`src/rtl/proposed_model_pkg.sv`:
```
// ----------------------------------------------------------------------------
// proposed_model_pkg
//
// Purpose:
//   Shared defaults and helpers for the binary-weight fully connected layer
//   (proposed_model_w_bin) and its per-neuron datapath (bin_neuron).
//
// Contents:
//   INPUT_DIM_DEF   default number of input activations per vector
//   OUTPUT_DIM_DEF  default number of output neurons
//   BIT_CNT_DEF     default activation word width (signed, in and out)
//   acc_w()         width of the signed accumulator for a given layer shape
//   sat_to_bitcnt() clamps a signed sum into the signed range of bit_cnt bits
// ----------------------------------------------------------------------------
package proposed_model_pkg;

    localparam int INPUT_DIM_DEF  = 16;
    localparam int OUTPUT_DIM_DEF = 8;
    localparam int BIT_CNT_DEF    = 8;

    // Accumulator width: one activation word, plus log2(INPUT_DIM) bits of
    // growth for the sum, plus one extra bit so that negating the most
    // negative activation can never overflow.
    function automatic int acc_w(input int bit_cnt, input int input_dim);
        return bit_cnt + $clog2(input_dim) + 1;
    endfunction

    // Clamp a signed sum to the representable range of a bit_cnt-wide
    // two's complement word. In-range values pass through untouched.
    function automatic int sat_to_bitcnt(input int acc, input int bit_cnt);
        int maxVal;
        int minVal;
        maxVal = (1 << (bit_cnt - 1)) - 1;
        minVal = -(1 << (bit_cnt - 1));
        if (acc > maxVal) begin
            return maxVal;
        end else if (acc < minVal) begin
            return minVal;
        end else begin
            return acc;
        end
    endfunction

endpackage

```
`src/rtl/proposed_model_w_bin_bin_neuron.sv`:
```
// ----------------------------------------------------------------------------
// bin_neuron
//
// Purpose:
//   One output neuron of a binary-weight fully connected layer. Every input
//   activation is either added or subtracted depending on its weight bit,
//   the signed terms are summed in a balanced adder tree and the result is
//   saturated back to the activation word width. Purely combinational; the
//   enclosing layer owns the output register.
//
// Ports:
//   value_in    in   [INPUT_DIM][BIT_CNT]  packed activations, element j = x[j]
//   weight_row  in   [INPUT_DIM]           weight bits, 1 => +x[j], 0 => -x[j]
//   value_out   out  [BIT_CNT]             saturated signed neuron result
// ----------------------------------------------------------------------------
module bin_neuron
    import proposed_model_pkg::*;
#(
    parameter int INPUT_DIM = INPUT_DIM_DEF,
    parameter int BIT_CNT   = BIT_CNT_DEF
) (
    input  logic [INPUT_DIM-1:0][BIT_CNT-1:0] value_in,
    input  logic [INPUT_DIM-1:0]              weight_row,
    output logic [BIT_CNT-1:0]                value_out
);

    localparam int ACC_W = acc_w(BIT_CNT, INPUT_DIM);

    // Leaf count of the adder tree, rounded up to a power of two so the
    // reduction below is a perfectly balanced binary tree. Unused leaves
    // are tied to zero and drop out of the sum.
    localparam int PAD = 1 << $clog2(INPUT_DIM);

    logic signed [ACC_W-1:0] w_acc;

    // Build the signed terms and reduce them pairwise. Each pass halves the
    // number of live partial sums, so the loop unrolls into a tree of depth
    // log2(PAD) rather than a linear chain of adders. Activations are
    // sign-extended to the full accumulator width before negation, which
    // keeps -(-2^(BIT_CNT-1)) exact.
    always_comb begin
        logic signed [ACC_W-1:0] v [PAD];
        logic signed [ACC_W-1:0] ext;
        for (int i = 0; i < PAD; i++) begin
            v[i] = '0;
        end
        for (int j = 0; j < INPUT_DIM; j++) begin
            ext  = {{(ACC_W - BIT_CNT){value_in[j][BIT_CNT-1]}}, value_in[j]};
            v[j] = weight_row[j] ? ext : -ext;
        end
        for (int width = PAD; width > 1; width = width / 2) begin
            for (int i = 0; i < width / 2; i++) begin
                v[i] = v[2*i] + v[2*i+1];
            end
        end
        w_acc = v[0];
    end

    // The accumulator is sign-extended to int for the shared clamp helper;
    // the clamped value always fits in BIT_CNT bits, so the narrowing cast
    // keeps exactly the meaningful bits.
    assign value_out = BIT_CNT'(sat_to_bitcnt(int'(w_acc), BIT_CNT));

endmodule

```
`src/rtl/proposed_model_w_bin.sv`:
```
// ----------------------------------------------------------------------------
// proposed_model_w_bin
//
// Purpose:
//   Fully connected layer with binary weights for the BinaryNet datapath.
//   Each output neuron is the saturated signed sum of all inputs, where each
//   weight bit selects +x or -x. Results are registered once, giving a fixed
//   one-cycle latency and a throughput of one vector per cycle. There is no
//   handshake: a new input vector and weight set may arrive every cycle.
//
// Ports:
//   clk        in   1                         rising-edge clock
//   rst        in   1                         synchronous, active-high reset
//   value_in   in   [INPUT_DIM][BIT_CNT]      packed activations, element j = x[j]
//   weight     in   [OUTPUT_DIM][INPUT_DIM]   weight[o][j]: 1 => +1, 0 => -1
//   value_out  out  [OUTPUT_DIM][BIT_CNT]     registered outputs, element o = y[o]
// ----------------------------------------------------------------------------
module proposed_model_w_bin
    import proposed_model_pkg::*;
#(
    parameter int INPUT_DIM  = INPUT_DIM_DEF,
    parameter int OUTPUT_DIM = OUTPUT_DIM_DEF,
    parameter int BIT_CNT    = BIT_CNT_DEF
) (
    input  logic                                clk,
    input  logic                                rst,
    input  logic [INPUT_DIM-1:0][BIT_CNT-1:0]   value_in,
    input  logic [OUTPUT_DIM-1:0][INPUT_DIM-1:0] weight,
    output logic [OUTPUT_DIM-1:0][BIT_CNT-1:0]  value_out
);

    logic [OUTPUT_DIM-1:0][BIT_CNT-1:0] w_neuronOut;
    logic [OUTPUT_DIM-1:0][BIT_CNT-1:0] r_valueOut;

    // One independent combinational neuron per output, all fed from the
    // same activation vector and each given its own row of weight bits.
    for (genvar o = 0; o < OUTPUT_DIM; o++) begin : gen_neuron
        bin_neuron #(
            .INPUT_DIM (INPUT_DIM),
            .BIT_CNT   (BIT_CNT)
        ) u_neuron (
            .value_in   (value_in),
            .weight_row (weight[o]),
            .value_out  (w_neuronOut[o])
        );
    end

    // Single pipeline register across the whole layer. Reset clears every
    // output so nothing undefined leaks downstream; otherwise the register
    // simply captures the current neuron results every cycle.
    always_ff @(posedge clk) begin
        if (rst) begin
            r_valueOut <= '0;
        end else begin
            r_valueOut <= w_neuronOut;
        end
    end

    assign value_out = r_valueOut;

endmodule

```
`config.mk`:
```
export PLATFORM = sky130hd
export DESIGN_NAME = proposed_model_w_bin
export DESIGN_NICKNAME = d
export VERILOG_FILES = /design/src/rtl/proposed_model_pkg.sv /design/src/rtl/proposed_model_w_bin_bin_neuron.sv /design/src/rtl/proposed_model_w_bin.sv
export SDC_FILE = /design/constraint.sdc
export NUM_CORES = 2
export LEC_CHECK = 0
export ABC_CLOCK_PERIOD_IN_PS = 11800
export CAP_MARGIN = 20
export CORE_ASPECT_RATIO = 1.5
export CORE_MARGIN = 2
export CORE_UTILIZATION = 55
export DETAILED_ROUTE_END_ITERATION = 16
export PLACE_DENSITY = 0.74
export SYNTH_ARGS = -nofsm -noshare
export SYNTH_HDL_FRONTEND = slang
export SYNTH_HIERARCHICAL = 1
export SYNTH_SLANG_ARGS = --single-unit
```
`constraint.sdc`:
```
create_clock -name clk -period 11.8 [get_ports clk]
set_clock_uncertainty 0.1 [all_clocks]
set_input_delay 3.54 -clock clk [delete_from_list [all_inputs] [get_ports clk]]
set_output_delay 3.54 -clock clk [all_outputs]
set_load 0.03 [all_outputs]
```
======== Yosys cells after proc, flatten, opt, wreduce, memory -nomap -nowiden ========
Cells that the tools add are included.
Widths: inputs -> output; s select.
word-level totals
  bits in registers ....................... 64
  bits of input ports ..................... 258
  word-level logic and storage cells ...... 320
operators by class
  add/sub/neg operators ................... 136
  $lt $le $gt $ge ......................... 16
  multiplexer cells ....................... 144
  reductions and logical operators ........ 8
operators by type and width
  kind                 count
  $mux 13              128
  $add 13x13->13       120
  $neg 8->13           16
  $gt 13x8->1 const B  8
  $lt 13x8->1 const B  8
  $mux 8               8
  $mux 7               8
  $reduce_or 2->1      8

======== Depth between registers and ports, before layout ========
  word-level depth ........................ 9
  gate-level depth with buffers ........... 28
  gate-level depth less buffers ........... 28

======== Cells and area by module ========
Netlist, hierarchy kept.
by module, submodules not included
  module                                   times used  cells each  area an instance (µm²)
  bin_neuron (gen_neuron[0].u_neuron ...)  5           858         7519.7
  bin_neuron (gen_neuron[7].u_neuron)      1           855         7642.3
  bin_neuron (gen_neuron[5].u_neuron)      1           847         7597.3
  bin_neuron (gen_neuron[6].u_neuron)      1           850         7420.9
  proposed_model_w_bin                     1           135         1918.1

======== Worst setup path before layout ========
Ideal clock, no wire load.
  path kind ............................... input -> register
  from .................................... input port value_in[68] in the netlist's numbering
  to ...................................... register r_valueOut (netlist bit value_out[46])
  library setup time ...................... 62 ps
  arrival ................................. 9935 ps
  data required time ...................... 11638 ps
  path slack .............................. 1704 ps
  stages .................................. 23
  path through ............................ or3_4 nor3_1 nor2_1 xnor2_1 fa_1 inv_1 fa_1 fa_1 inv_1 fa_1 fa_1 inv_1 fa_1 ha_1 and2_1 or4_1 a21o_1 a21oi_1 o21ai_0 xnor2_1 o41ai_2 o21a_1 nor2b_2
RTL lines
  what                  line                        RTL
  from (decl)           proposed_model_w_bin.sv:27  input logic [INPUT_DIM-1:0][BIT_CNT-1:0] value_in,
  to (signal assigned)  proposed_model_w_bin.sv:55  r_valueOut <= w_neuronOut;
  to (decl)             proposed_model_w_bin.sv:33  logic [OUTPUT_DIM-1:0][BIT_CNT-1:0] r_valueOut;

==> results_dict.tcl <==
set metrics [dict create \
    status "complete, no violations" \
    num_rows 151 \
    synth_ff_type "dfxtp_1" \
    cts-hold-fix-buffers 0 \
    critical_path_class "in2reg" \
    design_area_sq_mm 0.0689 \
    cts_tree "built" \
    routed_wl_microns 266000 \
    clockBufferDepth 2 \
    yosysWarnings 6 \
    register_area_sq_mm 0.00128 \
    syn_inst 6977 \
    io_pins 322 \
    post-route-drc-count 0 \
    final_util_pct 61.2 \
    synth_cell_types 94 \
    synth_area_per_cell_sq_um 8.91 \
    clkTransAtPathRegs_ps 80 \
    cp-end-kind "flop" \
    start_kind "input port" \
    crit_start "value_in[81]" \
    drt_iter0_drc 5032 \
    overflow 0 \
    rsz0062_at_grt "no" \
    via_count 53400 \
    drive_above_1_share_pct 9.30 \
    clock-root-buffer "clkbuf_16" \
    die_x_microns 279 \
    dr.pass1.iters 6 \
    seq_area_frac_synth_pct 2.06 \
    gp_congestion 1.06 \
    antenna_found_initial 31 \
    hpwl_microns 214000 \
    wl_per_cell_microns 30.0 \
    final_cells 8876 \
    yosysTopAreaCellShare_pct 40.4 \
    setup_violations 0 \
    hold_start "rst" \
    synth-seq-cells 64 \
    area_growth_syn_to_layout_pct 10.8 \
    hold_class "in2reg" \
    ys_async_sr_fraction_pct 0 \
    tightest_slew_ps 1140 \
    grt.total_usage_pct 46.6 \
    place_area_sq_mm 0.0685 \
    max_freq_mhz 89.1 \
    hold_viol 0 \
    n_fill_cell 9979 \
    multiInputGateArea_sq_mm 0.0544 \
    yosysTopAreaCell "fa_1" \
    mostFrequentLayoutCell "inv_1" \
    cts-buffers-inserted 9 \
    relSlewSlack_pct 23.8 \
    synth_area_leaders "fa_1 (40%), inv_1 (9.4%), xnor2_1 (7.7%)" \
    post_cts_buffers 0 \
    max_cap_violations 0 \
    dpl.cell_count 8835 \
    grt_max_degree 41 \
    cp.required_ps 12030 \
    vias_per_cell 6.02 \
    synth_edf_count 0 \
    grt_pass1_wl_microns 377000 \
    slew_viol_final 0 \
    dieArea_sq_mm 0.116 \
    final_cell_mix "inv_1 (1549), fa_1 (1256), nor2_1 (725)" \
    postRouteAntennaNets 0 \
    layout.nets 9179 \
    grt_pass1_vias 56100 \
    cts_sinks 64 \
    cts_resized 0 \
    syn-cell-area_sq_mm 0.0622 \
    tns_ps 0 \
    core_area_sq_mm 0.113 \
    finalCriticalPeriod_ps 11220 \
    io_buffers 321 \
    syn_nets 8763 \
    largest_reg_flops 64 \
    die_h_microns 416 \
    cp.arrival_ps 11450 \
    path_max_fanout 11 \
    initial_core_util_pct 55.2 \
    min_period_over_period_pct 95.1 \
    cts.htree.levels 3 \
]
-- final timing paths --
path / to / slack (ps) / cells past startpoint
hold / removal: value_out[49] / 3400 / 2
setup / recovery: value_out[12] / 580 / 24
-- cell usage after synthesis (8+ instances only) --
| cell type | n |
|---|---|
| nor4b_1 | 25 |
| mux2_2 | 146 |
| nor4_1 | 46 |
| or3b_1 | 10 |
| clkbuf_1 | 95 |
| buf_2 | 25 |
| nor3_1 | 238 |
| or3_4 | 8 |
| fa_1 | 1256 |
| ha_1 | 272 |
| o21a_1 | 55 |
| xnor2_1 | 544 |
| xnor3_2 | 9 |
| nand2b_1 | 60 |
| inv_1 | 1549 |
| nor2b_1 | 90 |
| nor2b_2 | 60 |
| or2_2 | 16 |
| xor2_1 | 474 |
| a211oi_1 | 36 |
| xnor2_2 | 9 |
| nor3b_1 | 27 |
| a21oi_1 | 363 |
| nor2_2 | 11 |
| o21ai_1 | 43 |
| dfxtp_1 | 64 |
| or2_0 | 11 |
| or4b_1 | 10 |
| and2_1 | 11 |
| buf_6 | 11 |
| a21o_1 | 96 |
| o22ai_1 | 9 |
| a31oi_1 | 91 |
| or2_1 | 9 |
| o21ai_0 | 38 |
| nor3b_2 | 13 |
| and3_1 | 11 |
| nor2_1 | 725 |
| nand2_1 | 106 |
| or3_1 | 21 |
| xnor3_1 | 12 |
| mux2i_1 | 77 |
| nor3_2 | 18 |
-- layer usage --
layer | track usage (%) | share of wire [%] | vias up | routed length, microns
li1 | - | - | 22400 | -
met2 | 71.0 | 44 | 3353 | 117000
met1 | 51.8 | 33 | 26500 | 86600
met5 | 0.799 | 0.14 | - | 377
met3 | 12.7 | 11 | 1195 | 29100
met4 | 46.5 | 12 | 22 | 33100
-- critical path, cell delays in order --
cell and delay, ps:
clkdlybuf4s50_1 800, buf_4 400, nor3_1 650, nor2_1 120
xor2_1 190, fa_1 510, fa_1 460, fa_1 530
fa_1 560, fa_1 580, inv_1 60, fa_1 600
inv_1 60, ha_1 280, a21o_1 150, a21oi_1 230
a21oi_1 140, o41ai_1 540, nor3_1 100, a211oi_1 270
nand4_1 160, nor2b_4 180, o21a_1 190, nor2b_2 140
-- final cells by class --
cell class / instances / share of cell area (%)
diodes: 25 / 0.0908
clock buffers: 9 / 0.327
clock inverters: 7 / 0.149
inverters: 1560 / 8.50
multi-input cells: 5215 / 78.9
flip-flops and latches: 64 / 1.86
well taps: 1453 / 2.64
repair buffers: 543 / 7.54
-- kinds of logic (layout without fill, tap and decap cells) --
kind of cell | after synthesis | count (layout) | synth area share (%)
buf+inv | 1698 | 2119 | 10.5
simple gates | 1575 | 1575 | 13.1
fa+ha+maj | 1528 | 1528 | 45.9
xor+xnor | 1059 | 1059 | 15.8
compound gates | 830 | 830 | 8.84
mux | 223 | 223 | 3.88
flops | 64 | 64 | 2.06
other cells | 0 | 25 | 0
-- per-stage QoR --
stage / setup slack (ps) / hold WS, ps
CTS: 746 / 3390
detailed placement: 276 / 3890
global placement: 366 / 3890
finish: 582 / 3400
floorplan: 1700 / 3670
global route: 226 / 3410
Power is left out: the tool's default activity adds up to more than one toggle a clock period on the data nets, which glitch-free logic cannot reach.
